$ cat config.mk
export PLATFORM = sky130hd
export DESIGN_NAME = sketch_merge_sched
export DESIGN_NICKNAME = d
export VERILOG_FILES = /design/src/rtl/sketch_pkg.sv /design/src/rtl/sketch_credit_cnt.sv /design/src/rtl/sketch_merge_sched.sv
export SDC_FILE = /design/constraint.sdc
export NUM_CORES = 1
export LEC_CHECK = 0
export BUFFER_PORTS_ARGS = -buffer_cell sky130_fd_sc_hd__buf_2
export CAP_MARGIN = 40
export CELL_PAD_IN_SITES_DETAIL_PLACEMENT = 2
export CELL_PAD_IN_SITES_GLOBAL_PLACEMENT = 2
export CORE_ASPECT_RATIO = 0.8
export CORE_MARGIN = 3
export CORE_UTILIZATION = 28
export CTS_BUF_LIST = sky130_fd_sc_hd__clkbuf_8
export DETAILED_ROUTE_END_ITERATION = 7
export PLACE_DENSITY_LB_ADDON = 0.1
export SETUP_SLACK_MARGIN = 0.1
export SKIP_LAST_GASP = 1
export SYNTH_ARGS = -nofsm -noshare
export SYNTH_HDL_FRONTEND = slang
export SYNTH_HIERARCHICAL = 1
export SYNTH_SLANG_ARGS = --single-unit
$ cat constraint.sdc
create_clock -name aclk -period 4.35 [get_ports aclk]
set_input_delay 0.2175 -clock aclk [delete_from_list [all_inputs] [get_ports aclk]]
set_output_delay 0.2175 -clock aclk [all_outputs]
set_load 0.02 [all_outputs]
$ cat src/rtl/sketch_pkg.sv
// Shared types and constants for the sketch merge job controller.
package sketch_pkg;

    localparam int unsigned SKETCH_REG_W = 4;
    localparam int unsigned SKETCH_REGS  = 32;
    localparam int unsigned SKETCH_ROW_W = SKETCH_REG_W * SKETCH_REGS;

    typedef logic [SKETCH_ROW_W-1:0] row_t;

    typedef enum logic [1:0] {
        IDLE  = 2'd0,
        RUN   = 2'd1,
        DRAIN = 2'd2,
        DONE  = 2'd3
    } sched_state_t;

endpackage

$ cat src/rtl/sketch_credit_cnt.sv
// Up/down credit counter with reload-to-full, saturation at full and an overflow flag.
module sketch_credit_cnt #(
    parameter int unsigned CREDITS  = 16,
    parameter int unsigned CNT_BITS = $clog2(CREDITS + 1)
) (
    input  logic                aclk,
    input  logic                aresetn,
    input  logic                reload,
    input  logic                inc,
    input  logic                dec,
    output logic [CNT_BITS-1:0] count,
    output logic                overflow
);

    localparam logic [CNT_BITS-1:0] FULL = CNT_BITS'(CREDITS);

    logic [CNT_BITS-1:0] count_q, count_d;

    always_comb begin
        count_d  = count_q;
        overflow = 1'b0;
        if (reload) begin
            count_d = FULL;
        end else if (inc && !dec) begin
            // A return with nothing outstanding: hold at full and flag it.
            if (count_q == FULL) begin
                overflow = 1'b1;
            end else begin
                count_d = count_q + 1'b1;
            end
        end else if (dec && !inc) begin
            count_d = count_q - 1'b1;
        end
    end

    always_ff @(posedge aclk or negedge aresetn) begin
        if (!aresetn) begin
            count_q <= FULL;
        end else begin
            count_q <= count_d;
        end
    end

    assign count = count_q;

endmodule

$ cat src/rtl/sketch_merge_sched.sv
// Pairs rows from two AXI-Stream sources into the no-backpressure merge pipeline,
// bounding rows in flight by result FIFO credits and sequencing a num_rows job.
module sketch_merge_sched
    import sketch_pkg::*;
#(
    parameter int unsigned DATA_W  = 128,
    parameter int unsigned CNT_W   = 32,
    parameter int unsigned CREDITS = 16
) (
    input  logic              aclk,
    input  logic              aresetn,
    input  logic              start,
    input  logic [CNT_W-1:0]  num_rows,
    output logic              busy,
    output logic              done,
    output logic [1:0]        err,
    output logic [CNT_W-1:0]  rows_issued,
    input  logic [DATA_W-1:0] s_a_tdata,
    input  logic              s_a_tvalid,
    output logic              s_a_tready,
    input  logic [DATA_W-1:0] s_b_tdata,
    input  logic              s_b_tvalid,
    output logic              s_b_tready,
    output logic [DATA_W-1:0] mrg_a1,
    output logic [DATA_W-1:0] mrg_a2,
    output logic              mrg_valid,
    input  logic              res_fire
);

    localparam int unsigned         CRED_W    = $clog2(CREDITS + 1);
    localparam logic [CRED_W-1:0]   CRED_FULL = CRED_W'(CREDITS);

    sched_state_t      state_q, state_d;
    logic [CNT_W-1:0]  remaining_q, remaining_d;
    logic [CNT_W-1:0]  rows_q, rows_d;
    logic [1:0]        err_q, err_d;
    logic [CRED_W-1:0] credits;
    logic              cred_ovf;
    logic              start_ok;
    logic              issue;
    logic              mv_q;
    logic [DATA_W-1:0] a1_q, a2_q;

    assign start_ok = start && (state_q == IDLE);

    // res_fire only reaches the credit register, so ready never depends on it combinationally.
    assign issue = (state_q == RUN) && s_a_tvalid && s_b_tvalid &&
                   (credits != '0) && (remaining_q != '0);

    sketch_credit_cnt #(
        .CREDITS  (CREDITS),
        .CNT_BITS (CRED_W)
    ) u_credit_cnt (
        .aclk     (aclk),
        .aresetn  (aresetn),
        .reload   (start_ok),
        .inc      (res_fire && (state_q != IDLE)),
        .dec      (issue),
        .count    (credits),
        .overflow (cred_ovf)
    );

    always_comb begin
        state_d     = state_q;
        remaining_d = remaining_q;
        rows_d      = rows_q;
        err_d       = start_ok ? 2'b00 : err_q;
        if (cred_ovf) begin
            err_d[0] = 1'b1;
        end
        if (res_fire && (state_q == IDLE)) begin
            err_d[1] = 1'b1;
        end

        unique case (state_q)
            IDLE: begin
                if (start) begin
                    remaining_d = num_rows;
                    rows_d      = '0;
                    state_d     = (num_rows != '0) ? RUN : DRAIN;
                end
            end
            RUN: begin
                if (issue) begin
                    remaining_d = remaining_q - 1'b1;
                    rows_d      = rows_q + 1'b1;
                    if (remaining_q == CNT_W'(1)) begin
                        state_d = DRAIN;
                    end
                end
            end
            DRAIN: begin
                if (credits == CRED_FULL) begin
                    state_d = DONE;
                end
            end
            DONE: begin
                state_d = IDLE;
            end
        endcase
    end

    always_ff @(posedge aclk or negedge aresetn) begin
        if (!aresetn) begin
            state_q     <= IDLE;
            remaining_q <= '0;
            rows_q      <= '0;
            err_q       <= 2'b00;
        end else begin
            state_q     <= state_d;
            remaining_q <= remaining_d;
            rows_q      <= rows_d;
            err_q       <= err_d;
        end
    end

    // Merge beat is registered; data holds between beats.
    always_ff @(posedge aclk or negedge aresetn) begin
        if (!aresetn) begin
            mv_q <= 1'b0;
            a1_q <= '0;
            a2_q <= '0;
        end else begin
            mv_q <= issue;
            if (issue) begin
                a1_q <= s_a_tdata;
                a2_q <= s_b_tdata;
            end
        end
    end

    assign s_a_tready  = issue;
    assign s_b_tready  = issue;
    assign mrg_valid   = mv_q;
    assign mrg_a1      = a1_q;
    assign mrg_a2      = a2_q;
    assign busy        = (state_q == RUN) || (state_q == DRAIN);
    assign done        = (state_q == DONE);
    assign err         = err_q;
    assign rows_issued = rows_q;

endmodule

# Yosys cells after proc, flatten, opt, wreduce, memory -nomap -nowiden
# Cells that the tools add are included.
[word_totals]
reg_bits = 330
latch_bits = 0
ramBits = 0
romBits = 0
input_bits = 294
output_inout_bits = 295
wordCells = 69
memories = 0
[op_classes]
n_addsub = 4
n_mul = 0
div = 0
n_lt_le_gt_ge = 0
n_eq_ne = 10
shift = 0
mux = 22
n_bitwise = 0
reduce_logical = 24
[op_table]
columns = ["op", "count"]
rows = [
  ["$mux W32", 4],
  ["$pmux W32 S2", 2],
  ["$reduce_bool A32 Y1", 2],
  ["$add A32 B1 Y32 const B", 1],
  ["$eq A32 B1 Y1 const B", 1],
  ["$sub A32 B1 Y32 const B", 1],
  ["$mux W5", 4],
  ["$mux W2", 6],
  ["$logic_and A1 B1 Y1", 9],
  ["$pmux W2 S4", 1],
  ["$reduce_bool A2 Y1", 4],
  ["$ne A2 B2 Y1 const B", 3],
  ["$add A5 B1 Y5 const B", 1],
  ["$eq A5 B5 Y1 const B", 1],
  ["$mux W1", 5],
  ["$reduce_bool A5 Y1", 1],
  ["$sub A5 B1 Y5 const B", 1],
  ["$eq A2 B2 Y1 const B", 2],
  ["$reduce_and A4 Y1", 1],
  ["$ne A3 B3 Y1 const B", 1],
  ["$reduce_and A3 Y1", 1],
  ["$reduce_bool A3 Y1", 1],
  ["$eq A2 B1 Y1 const B", 1],
  ["$logic_not A1 Y1", 2],
  ["other kinds (4)", 4],
]

# Longest topological paths before layout
# Gate-level depths: netlist (run 1).
[logic_depth]
depth_word = 10
depth_mapped = 18
ltp_nobuf = 14

# Modules after synthesis
# The synthesis (run 1) kept the hierarchy.
[modules_own_cells]
columns = ["module", "n_inst", "cells_each", "area_each_um2", "seq_area_each_um2"]
rows = [
  ["sketch_merge_sched", 1, 1576, 13793.2, 8132.8],
  ["sketch_credit_cnt", 1, 48, 434.2, 126.4],
]

# Worst setup path after synthesis (run 1)
# No wires, ideal clock.
[synth_path]
kind = "reg2reg"
start = "register remaining_q[27]"
end = "register u_credit_cnt.count_q[4] (netlist: u_credit_cnt/count[4])"
arrival_time_ps = 3927
slack_ps = 345
path_stages_with_launch = 15
path_buffers = 3
period_less_slack_ps = 4005
cell_sequence = "dfrtp_1 or4_1 or4_4 o31ai_4 inv_2 buf_2 buf_1 nor2b_1 buf_6 inv_4 ha_1 nor3_1 or3_1 or3_1 a31o_1"
[synth_between]
elab_chain_cells = 6
[synth_rtl]
columns = ["item", "line_no", "text"]
rows = [
  ["from (decl)", "sketch_merge_sched.sv:34", "logic [CNT_W-1:0] remaining_q, remaining_d;"],
  ["from (signal assigned)", "sketch_merge_sched.sv:111", "remaining_q <= remaining_d;"],
  ["$reduce_bool A32 Y1 *", "sketch_merge_sched.sv:48", "(credits != '0) && (remaining_q != '0);"],
  ["$logic_and A1 B1 Y1 *", "sketch_merge_sched.sv:48", ""],
  ["via s_a_tready", "sketch_merge_sched.sv:20", "output logic s_a_tready,"],
  ["$logic_not A1 Y1", "sketch_credit_cnt.sv:24", "end else if (inc && !dec) begin"],
  ["$logic_and A1 B1 Y1", "sketch_credit_cnt.sv:24", ""],
  ["$ne A3 B3 Y1 (no line), or another cell as far along", "-", ""],
  ["$reduce_and A2 Y1 (no line) or $mux W5 (tied branches)", "-", ""],
  ["to (signal assigned)", "sketch_credit_cnt.sv:40", "count_q <= count_d;"],
  ["to (decl)", "sketch_credit_cnt.sv:17", "logic [CNT_BITS-1:0] count_q, count_d;"],
]
# Mark *: on every way through the listed nets, which the timed path passes. The rest lies on a longest branch.
# A chain may end at the register's enable or synchronous reset.

# Worst setup path in the final report (run 1)
[layout_path]
start = "register remaining_q[24]"
end = "register a1_q[84] (netlist: mrg_a1[84])"
[layout_between]
elab_chain_cells = 2
[layout_rtl]
columns = ["item", "line_no", "text"]
rows = [
  ["$reduce_bool A32 Y1", "sketch_merge_sched.sv:48", ""],
  ["$logic_and A1 B1 Y1", "sketch_merge_sched.sv:48", ""],
  ["to (signal assigned)", "sketch_merge_sched.sv:126", "a1_q <= s_a_tdata;"],
  ["to (decl)", "sketch_merge_sched.sv:42", "logic [DATA_W-1:0] a1_q, a2_q;"],
]
# Every way passes these cells.

==> results.md, run 1 <==
* Outcome: finished clean
* Setup tns final at 0 ps
* Max-slew headroom at 0.277
* Core area at 50000 µm²
* Initial antenna violation count at 9
* Ports at 589
* Yosys warnings at 6
* Ranking of synthesized cells by area: dfrtp_1, nand2_1, buf_2, a21oi_1, nor2_1
* Worst r2r src: remaining_q[24]
* Startpoint type of the worst setup path: register
* TritonRoute pass-1 iters at 5
* Clk_skew at 43.4 ps
* TritonCTS clock tree: yes
* Switching power at 0.00697 W
* Period minus WS final at 3870 ps
* WL/cell at 23.6 µm
* Worst slack at placement at 411 ps
* Comb power frac at 0.442
* R2R Setup Slk at 480 ps
* Sequential Area at 8260 µm²
* Cells after Synth at 1624
* Critical path class: reg -> reg
* Switch share at 0.467
* Buffers and inverters on the worst path at 2
* Area Growth Syn to Fin at 54.0%
* H-tree levels at 2
* Slew @ Worst Pin at 1080 ps
* Worst-Skew Late Latency at 660 ps
* Pint at 0.00796 W
* Period Utilization, post-route at 0.890
* Critical path, cell by cell: or4_1, or4_4, o31ai_4, buf_12, buf_6, nand2_1, nand2_1
* CP max-delay cell: buf_12
* EDFF count, synth at 0
* Cts bufs inserted at 61
* Post-Layout Cell Count at 3226
* CP max stage delay at 640 ps
* Vias in the first global route at 18287
* CP Launch Point: remaining_q[24]
* Die area at 53600 µm²
* Mapped Nets at 1929
* Congestion Overflow GR at 0
* Peak VDD IR at 0.000301 V
* Drt drc at 0
* Top-count cell post-synth: nand2_1
* Max Cap Viol at 0
* Port Buffers at 588
* Share of the synthesized area in the top cell type at 0.579
* Initial core utilization at 0.285
* Routed vias/inst at 4.87
* Worst Path Arrival at 4440 ps
* Crit path max-delay family: simple AND/OR/NAND/NOR gates
* Die height at 208 µm
* Async SR Flop Fraction at 1.00
* Leakage at 11.7 nW
* # placed instances at 2823
* Maximum buffer depth of the clock tree at 3
* Filler instances at 5530
* Top_reg_cell synth: dfrtp_1
* CP Capture Type: register
* Post-Route WL at 76300 µm
* Worst Hold Class: in -> reg
* Gr usage total at 0.279
* Core Util, Final at 0.439
* Vias at 15712
* Sequential element share of the synthesized area at 0.581
* Final net count at 2803
* Worst Path Max Fanout at 189
* Num rows at 73
* Levels on crit path at 7
* Reg2Reg Depth at 7
* Register bit total from synthesis at 330
* Synth top cells by count: nand2_1, dfrtp_1, buf_2, a21oi_1, nor2_1
* Clock transition at path regs at 60 ps
* Setup violations, final at 0
* Post-Syn Area at 14200 µm²
* Yosys cell types at 63
* Global-route wire length before repair at 116000 µm
* Pwr/cell area at 682 nW/µm²
* Unrepaired setup endpoints after global routing: no
* 1st-iter DRT viols at 842
* Critical Path Sink: mrg_a1[84]
* Req. time, crit path at 4910 ps
* Share of power burned in registers at 0.357
* Largest net degree at the start of global routing at 211
* Final Hold Vio Count at 0
* Syn_area_per_cell at 8.76 µm²
* Setup ws final at 480 ps
* Maximum clock rate at 258 MHz
* R2r endpoint: mrg_a1[84]
* Area leader, netlist: dfrtp_1
* Clock power share at 0.201
* DPL Wire Length at 46400 µm
* Share of layout cells above drive strength 1 at 0.276
* Final RePlAce weighted congestion at 0.822
* Sink Count at 330
* Area occupied by multi-input gates at 5500 µm²
* Final slew viol count at 0
* Die width at 258 µm
* Root Driver: clkbuf_8
* Crit-path most repeated cell: nand2_1
* Fin Hold WS at 73.9 ps
* Final ANT Viol Nets at 0
worst min-delay path, stage by stage:
cell and delay, ps:
buf_2 130, a21oi_1 70, nor2_1 110, a311oi_1 70, o21ai_0 60
per-stage QoR:
| step | power (W) | cell area (µm²) |
|---|---|---|
| 6_report | 0.0149 | 21900 |
| 5_1_grt | 0.0159 | 21900 |
| 4_1_cts | 0.0147 | 21900 |
| 3_5_place_dp | 0.0114 | 17900 |
| 3_3_place_gp | 0.0111 | 17800 |
| 2_1_floorplan | 0.00869 | 14200 |
final cells by class:
class	instances	share of cell area
flip-flops and latches	330	0.377
repair buffers	896	0.276
multi-input cells	1192	0.251
clock buffers	75	0.0471
well taps	675	0.0385
clock inverters	32	0.00594
inverters	17	0.00337
diodes	9	0.00103
sequential cells by signal (all words and copies together) (netlist names):
name,flops
mrg_a2,128
u_credit_cnt/count,5
mrg_valid,1
state_q,2
rows_issued,32
err,2
mrg_a1,128
remaining_q,32
power groups by stage:
stage	clock, W	combinational [W]	sequential (W)
2_1_floorplan	0	0.00220	0.00650
3_3_place_gp	0	0.00595	0.00518
3_5_place_dp	0	0.00615	0.00525
4_1_cts	0.00304	0.00641	0.00522
5_1_grt	0.00324	0.00713	0.00551
6_report	0.00300	0.00660	0.00534
kinds of logic after synthesis:
group | Yosys count | share of synthesized area
flip-flops | 330 | 0.581
buffers and inverters | 102 | 0.0331
XOR/XNOR | 13 | 0.00800
adder cells (fa/ha/maj) | 11 | 0.00967
AND/OR/NAND/NOR | 1010 | 0.295
multiplexers | 8 | 0.00563
AO/OA/AOI/OAI | 150 | 0.0678
cell usage in the layout, fill, tap and decap left out, drive strengths merged, types with 17 or more instances in the layout:
cell           n
o22ai         17
a21oi         41
or3           19
clkbuf        75
buf          608
nand4         24
nand2        809
nand3         22
dlygate4sd3  287
o21ai         39
nor3          19
or4           18
inv           45
nor4          21
dfrtp        329
nor2          41
routing by layer:
layer  GRT usage  share of wire
met3      0.0646          0.061
met5           0        0.00010
met1       0.315           0.38
met2       0.497           0.51
met4       0.129          0.047
repair_timing:
action,CTS,global route
endpoints found under the hold margin,376,0
hold buffers,287,0
endpoints found under the setup margin,0,27
resized for setup,0,1
setup buffers,0,0
how the worst min path moves through the flow:
stage / startpoint / endpoint / cells past startpoint
finish: num_rows[17] / remaining_q[17] / 5
global route: num_rows[17] / remaining_q[17] / 5
CTS: num_rows[27] / remaining_q[27] / 5
detailed placement: aresetn / mrg_a1[21] / 1
global placement: aresetn / mrg_a1[84] / 1
floorplan: aresetn / err[0] / 0
Power figures use the tool's default switching activity.
==> run 2, diff against run 1 <==
--- a/config.mk
+++ b/config.mk
@@ -5,13 +5,14 @@
 export SDC_FILE = /design/constraint.sdc
 export NUM_CORES = 1
 export LEC_CHECK = 0
+export ABC_AREA = 1
 export BUFFER_PORTS_ARGS = -buffer_cell sky130_fd_sc_hd__buf_2
 export CAP_MARGIN = 40
 export CELL_PAD_IN_SITES_DETAIL_PLACEMENT = 2
 export CELL_PAD_IN_SITES_GLOBAL_PLACEMENT = 2
 export CORE_ASPECT_RATIO = 0.8
 export CORE_MARGIN = 3
-export CORE_UTILIZATION = 28
+export CORE_UTILIZATION = 27
 export CTS_BUF_LIST = sky130_fd_sc_hd__clkbuf_8
 export DETAILED_ROUTE_END_ITERATION = 7
 export PLACE_DENSITY_LB_ADDON = 0.1
==> results.md, run 2 <==
* Outcome: finished clean (unchanged)
* Sequential Area at 8260 µm² (unchanged)
* Global-route wire length before repair at 126000 µm (was 116000 µm)
* Final ANT Viol Nets at 0 (unchanged)
* Filler instances at 6313 (was 5530)
* R2r endpoint: u_credit_cnt/count[4] (was mrg_a1[84])
* Sink Count at 330 (unchanged)
* Die width at 271 µm (was 258 µm)
* Core area at 54600 µm² (was 50000 µm²)
* Syn_area_per_cell at 7.56 µm² (was 8.76 µm²)
* Worst r2r src: remaining_q[0] (was remaining_q[24])
* Req. time, crit path at 4130 ps (was 4910 ps)
* Post-Route WL at 83200 µm (was 76300 µm)
* Root Driver: clkbuf_8 (unchanged)
* Final slew viol count at 0 (unchanged)
* Most frequent cells in the layout: nand2_1, buf_2, dfrtp_1 (unchanged)
* Port Buffers at 588 (unchanged)
* Setup violations, final at 0 (unchanged)
* Sequential element share of the synthesized area at 0.546 (was 0.581)
* Startpoint type of the worst setup path: register (unchanged)
* Worst Path Max Fanout at 74 (was 189)
* Cells after Synth at 1999 (was 1624)
* Largest net degree at the start of global routing at 178 (was 211)
* Ranking of synthesized cells by area: dfrtp_1, nand2_1, nor2_1, buf_2, inv_1 (was dfrtp_1, nand2_1, buf_2, a21oi_1, nor2_1)
* Maximum buffer depth of the clock tree at 3 (unchanged)
* Share of the synthesized area in the top cell type at 0.544 (was 0.579)
* Congestion Overflow GR at 0 (unchanged)
* Vias in the first global route at 19869 (was 18287)
* EDFF count, synth at 0 (unchanged)
* CP Capture Type: output port (was register)
* Ports at 589 (unchanged)
* Critical path class: reg -> out (was reg -> reg)
* Yosys cell types at 33 (was 63)
* Final Hold Vio Count at 0 (unchanged)
* Initial core utilization at 0.277 (was 0.285)
* Share of layout cells above drive strength 1 at 0.245 (was 0.276)
* Num rows at 76 (was 73)
* TritonCTS clock tree: yes (unchanged)
* Most common cell after layout, fill and taps aside: nand2_1 (unchanged)
* Metal3 WL at 4620 µm (was 4660 µm)
* Post-Layout Cell Count at 3673 (was 3226)
* TritonRoute pass-1 iters at 4 (was 5)
* Unrepaired setup endpoints after global routing: no (unchanged)
* Die area at 58900 µm² (was 53600 µm²)
* Peak VDD IR at 0.000302 V (was 0.000301 V)
* Clk_skew at 33.2 ps (was 43.4 ps)
* WL/cell at 22.6 µm (was 23.6 µm)
* Period Utilization, post-route at 0.853 (was 0.890)
* Max-slew headroom at 0.378 (was 0.277)
* Worst Path Arrival at 3490 ps (was 4440 ps)
* Post-Syn Area at 15100 µm² (was 14200 µm²)
* Top-count cell post-synth: nand2_1 (unchanged)
* Routed vias/inst at 4.66 (was 4.87)
* Max Cap Viol at 0 (unchanged)
* Vias at 17107 (was 15712)
* Area leader, netlist: dfrtp_1 (unchanged)
* DPL Wire Length at 51000 µm (was 46400 µm)
* Die height at 218 µm (was 208 µm)
* Gr usage total at 0.276 (was 0.279)
* Leakage at 12.7 nW (was 11.7 nW)
* Yosys warnings at 6 (unchanged)
* Synth top cells by count: nand2_1, dfrtp_1, nor2_1, inv_1, buf_2 (was nand2_1, dfrtp_1, buf_2, a21oi_1, nor2_1)
* Worst-Skew Late Latency at 670 ps (was 660 ps)
* # placed instances at 3262 (was 2823)
* Uppermost layer routed: met5 (unchanged)
* Final RePlAce weighted congestion at 0.825 (was 0.822)
* Overall power at 0.0159 W (was 0.0149 W)
* Pwr/cell area at 690 nW/µm² (was 682 nW/µm²)
* Setup tns final at 0 ps (unchanged)
* Worst Hold Class: in -> async (was in -> reg)
* Clock transition at path regs at 60 ps (about the same)
* Cts bufs inserted at 59 (was 61)
* Register bit total from synthesis at 330 (unchanged)
* Initial antenna violation count at 10 (was 9)
* 1st-iter DRT viols at 914 (was 842)
* Drt drc at 0 (unchanged)
* Maximum clock rate at 269 MHz (was 258 MHz)
* Post-cts sizing count at 0 (unchanged)
* R2R Setup Slk at 1320 ps (was 480 ps)
* H-tree levels at 2 (unchanged)
* Period minus WS final at 3710 ps (was 3870 ps)
* Met2 WL at 42200 µm (was 38700 µm)
* Async SR Flop Fraction at 1.00 (unchanged)
* Slew @ Worst Pin at 933 ps (was 1080 ps)
* Mapped Nets at 2304 (was 1929)
* Reg2Reg Depth at 23 (was 7)
* Area occupied by multi-input gates at 6200 µm² (was 5500 µm²)
* Top_reg_cell synth: dfrtp_1 (unchanged)
* Final net count at 3179 (was 2803)
* Wl on met1 at 31900 µm (was 29300 µm)
* Area Growth Syn to Fin at 52.2% (was 54.0%)
==> run 2: changes by cell type after synthesis, moves of 18 or more <==
cell | previous run | this run
a21oi_1 | 41 | 6
inv_1 | 15 | 66
nand2_1 | 809 | 1193
nand3_1 | 22 | 40
nor2_1 | 41 | 174
nor4_1 | 21 | 0
or3_1 | 19 | 0
==> run 2: kinds of logic after synthesis <==
group,Yosys count,share of synthesized area
buf+inv,152,0.0443
xor+xnor,31,0.0180
mux,1,0.000662
fa+ha+maj,11,0.00910
compound gates,33,0.0131
flops,330,0.546
simple gates,1441,0.369
==> run 2: metal layers <==
layer	up-vias	global-route usage
met5	-	0
met4	4	0.130
met3	212	0.0654
met2	535	0.504
met1	8564	0.304
li1	7792	-
==> run 2: worst max-delay path: stages, from the launching register on <==
cell and delay [ps]:
dfrtp_1 420, inv_1 110, ha_1 150, buf_4 380, and3_1 230, nand2_1 50, inv_1 90, o21ai_4 120
inv_8 230, buf_4 710, buf_2 300
==> run 2: metrics by stage <==
step	util	area (µm²)	setup slack, ps	hold slack, ps
floorplan	-	15100	1660	-78.1
global placement	0.344	18800	1330	386
detailed placement	0.345	18800	1270	391
CTS	0.421	23000	519	213
global route	0.421	23000	356	265
finish	0.422	23000	639	259
==> run 2: worst max path at each step <==
stage,from,to,slack (ps),cells past startpoint
detailed placement,state_q[1],s_a_tready,1270,10
floorplan,state_q[1],u_credit_cnt/count[4],1660,23
CTS,state_q[1],s_a_tready,520,10
global placement,state_q[1],s_b_tready,1330,10
finish,state_q[1],s_b_tready,640,10
global route,state_q[1],s_a_tready,360,10
==> run 2: final cells by class <==
cell class	instances	share of cell area
clock buffer	72	0.0431
antenna	10	0.00109
timing repair buffer	895	0.264
inverter	71	0.0119
multi-input combinational	1517	0.270
clock inverter	37	0.0114
sequential	330	0.359
tap	741	0.0403
==> run 2: power by group <==
part	internal (W)	switching [W]
sequential	0.00437	0.00100
clock	0.00169	0.00158
combinational	0.00217	0.00508
==> run 2: repair_timing <==
action | 4_1_cts | 5_1_grt
setup endpoints to repair | 0 | 0
setup buffers | 0 | 0
endpoints found under the hold margin | 392 | 0
hold buffers | 292 | 0
==> run 3, diff against run 2 <==
--- a/config.mk
+++ b/config.mk
@@ -12,8 +12,7 @@
 export CELL_PAD_IN_SITES_GLOBAL_PLACEMENT = 2
 export CORE_ASPECT_RATIO = 0.8
 export CORE_MARGIN = 3
-export CORE_UTILIZATION = 27
-export CTS_BUF_LIST = sky130_fd_sc_hd__clkbuf_8
+export CORE_UTILIZATION = 26
 export DETAILED_ROUTE_END_ITERATION = 7
 export PLACE_DENSITY_LB_ADDON = 0.1
 export SETUP_SLACK_MARGIN = 0.1
==> results.md, run 3 (same netlist as run 2, synthesis figures left out) <==
* Outcome: finished clean (unchanged)
* CP Capture Type: output port (unchanged)
* Leakage at 12.6 nW (was 12.7 nW)
* Req. time, crit path at 4130 ps (about the same)
* 1st-iter DRT viols at 696 (was 914)
* Clock transition at path regs at 60 ps (about the same)
* Worst Hold Class: in -> reg (was in -> async)
* Hold path cells at 5
* Post-Route WL at 79900 µm (was 83200 µm)
* Num rows at 78 (was 76)
* Startpoint type of the worst setup path: register (unchanged)
* Overall power at 0.0159 W (about the same)
* Worst r2r src: remaining_q[0] (unchanged)
* Critical path class: reg -> out (unchanged)
* Core area at 57100 µm² (was 54600 µm²)
* Met2 WL at 38900 µm (was 42200 µm)
* Maximum buffer depth of the clock tree at 3 (unchanged)
* Wl on met1 at 30800 µm (was 31900 µm)
* Fin area at 23000 µm² (about the same)
* Area post-placement at 18800 µm² (about the same)
* DPL Wire Length at 52800 µm (was 51000 µm)
* Cts bufs inserted at 40 (was 59)
* CP Launch Point: remaining_q[0] (was state_q[1])
* Clk_skew at 17.7 ps (was 33.2 ps)
* Crit-path most repeated cell: nand2_1
* Initial antenna violation count at 22 (was 10)
* Most common cell after layout, fill and taps aside: nand2_1 (unchanged)
* Peak VDD IR at 0.000296 V (was 0.000302 V)
* Max-slew headroom at 0.423 (was 0.378)
* Final ANT Viol Nets at 0 (unchanged)
* Critical path, cell by cell: inv_1, ha_1, nand2_1, nor2_1, nand2_1, o21ai_4, inv_8, buf_4, buf_2 (was inv_1, ha_1, buf_4, and3_1, nand2_1, inv_1, o21ai_4, inv_8, buf_4, buf_2)
* Ports at 589 (unchanged)
* Share of layout cells above drive strength 1 at 0.238 (was 0.245)
* TritonCTS clock tree: yes (unchanged)
* Die width at 276 µm (was 271 µm)
* TritonRoute pass-1 iters at 4 (unchanged)
* CP max-delay cell: o21ai_4 (was buf_4)
* Global-route wire length before repair at 119000 µm (was 126000 µm)
* Vias in the first global route at 19175 (was 19869)
* Drt drc at 0 (unchanged)
* Hold_sp: num_rows[23]
* Initial core utilization at 0.265 (was 0.277)
* Final RePlAce weighted congestion at 0.843 (was 0.825)
* Worst Path Arrival at 3600 ps (was 3490 ps)
* Period Utilization, post-route at 0.878 (was 0.853)
* Period minus WS final at 3820 ps (was 3710 ps)
* Setup tns final at 0 ps (unchanged)
* H-tree levels at 2 (unchanged)
* Largest net degree at the start of global routing at 115 (was 178)
* Final slew viol count at 0 (unchanged)
* Vias at 16749 (was 17107)
* Worst-Skew Late Latency at 560 ps (was 670 ps)
* Max Cap Viol at 0 (unchanged)
* R2r endpoint: mrg_a2[102] (was u_credit_cnt/count[4])
* WL/cell at 21.9 µm (was 22.6 µm)
* Sink Count at 330 (unchanged)
* Root Driver: clkbuf_16 (was clkbuf_8)
* Worst Path Max Fanout at 114 (was 74)
* Die height at 222 µm (was 218 µm)
* Slew @ Worst Pin at 865 ps (was 933 ps)
* Port Buffers at 588 (unchanged)
* WHS Endpoint: remaining_q[23]
* Routed vias/inst at 4.58 (was 4.66)
* Reg2Reg Depth at 10 (was 23)
* Setup violations, final at 0 (unchanged)
* CP max stage delay at 510 ps (was 710 ps)
* Metal3 WL at 5330 µm (was 4620 µm)
* Uppermost layer routed: met5 (unchanged)
* Congestion Overflow GR at 0 (unchanged)
* Final net count at 3153 (was 3179)
* Die area at 61100 µm² (was 58900 µm²)
* Most frequent cells in the layout: nand2_1, buf_2, dfrtp_1 (unchanged)
* Pwr/cell area at 692 nW/µm² (was 690 nW/µm²)
* Area Growth Syn to Fin at 52.0% (was 52.2%)
* Unrepaired setup endpoints after global routing: no (unchanged)
* Post-cts sizing count at 0 (unchanged)
* Final Hold Vio Count at 0 (unchanged)
* R2R Setup Slk at 820 ps (was 1320 ps)
* Gr usage total at 0.255 (was 0.276)
* Maximum clock rate at 262 MHz (was 269 MHz)
* Core Util, Final at 0.403 (was 0.422)
==> run 3: cell count changes in the layout (fill, tap and decap cells not counted), moves of 16 or more <==
cell,before,now
clkbuf_8,72,6
clkbuf_16,0,40
inv_1,85,66
clkbuf_1,0,16
==> run 3: worst max-delay path by stage <==
stage	end	slack (ps)
floorplan	u_credit_cnt/count[4]	1660
global placement	u_credit_cnt/count[3]	900
detailed placement	u_credit_cnt/count[3]	800
CTS	s_b_tready	450
global route	s_a_tready	220
finish	s_a_tready	530
==> run 3: critical path, delay by kind of cell (launching register included) <==
kind / cells / cell delay (ps)
fa+ha+maj: 1 / 200
simple gates: 3 / 560
buf+inv: 4 / 1240
flops: 1 / 410
compound gates: 1 / 510
==> run 3: area by class of cell <==
cell class,instances,area [µm²]
tap,760,951
inverter,71,274
multi-input combinational,1517,6200
clock inverter,7,125
sequential,330,8260
antenna,20,50.0
clock buffer,62,1140
timing repair buffer,888,5980
fill,6514,34100
==> run 3: layer usage <==
layer,vias to the layer above,track usage
met5,-,0
met4,6,0.139
met3,202,0.0689
met2,531,0.439
met1,8263,0.287
li1,7747,-
==> run 3: repair_timing <==
action,CTS,global route
endpoints found under the setup margin,0,0
hold endpoints to repair,358,0
hold buffers,282,0
setup buffers,0,0
==> run 3: report_power, final <==
group	leakage (nW)	switching [W]	internal [W]
logic	7.79	0.00497	0.00217
clock network	0.617	0.00144	0.00198
registers	4.17	0.000971	0.00438
==> run 3: per-stage QoR <==
step / worst slack [ps] / cells / hold slack, ps
finish: 530 / 3655 / 25.7
global route: 217 / 3651 / 33.5
CTS: 446 / 3635 / 0.296
detailed placement: 798 / 3284 / 271
global placement: 899 / 3282 / 280
floorplan: 1660 / 1999 / -78.1
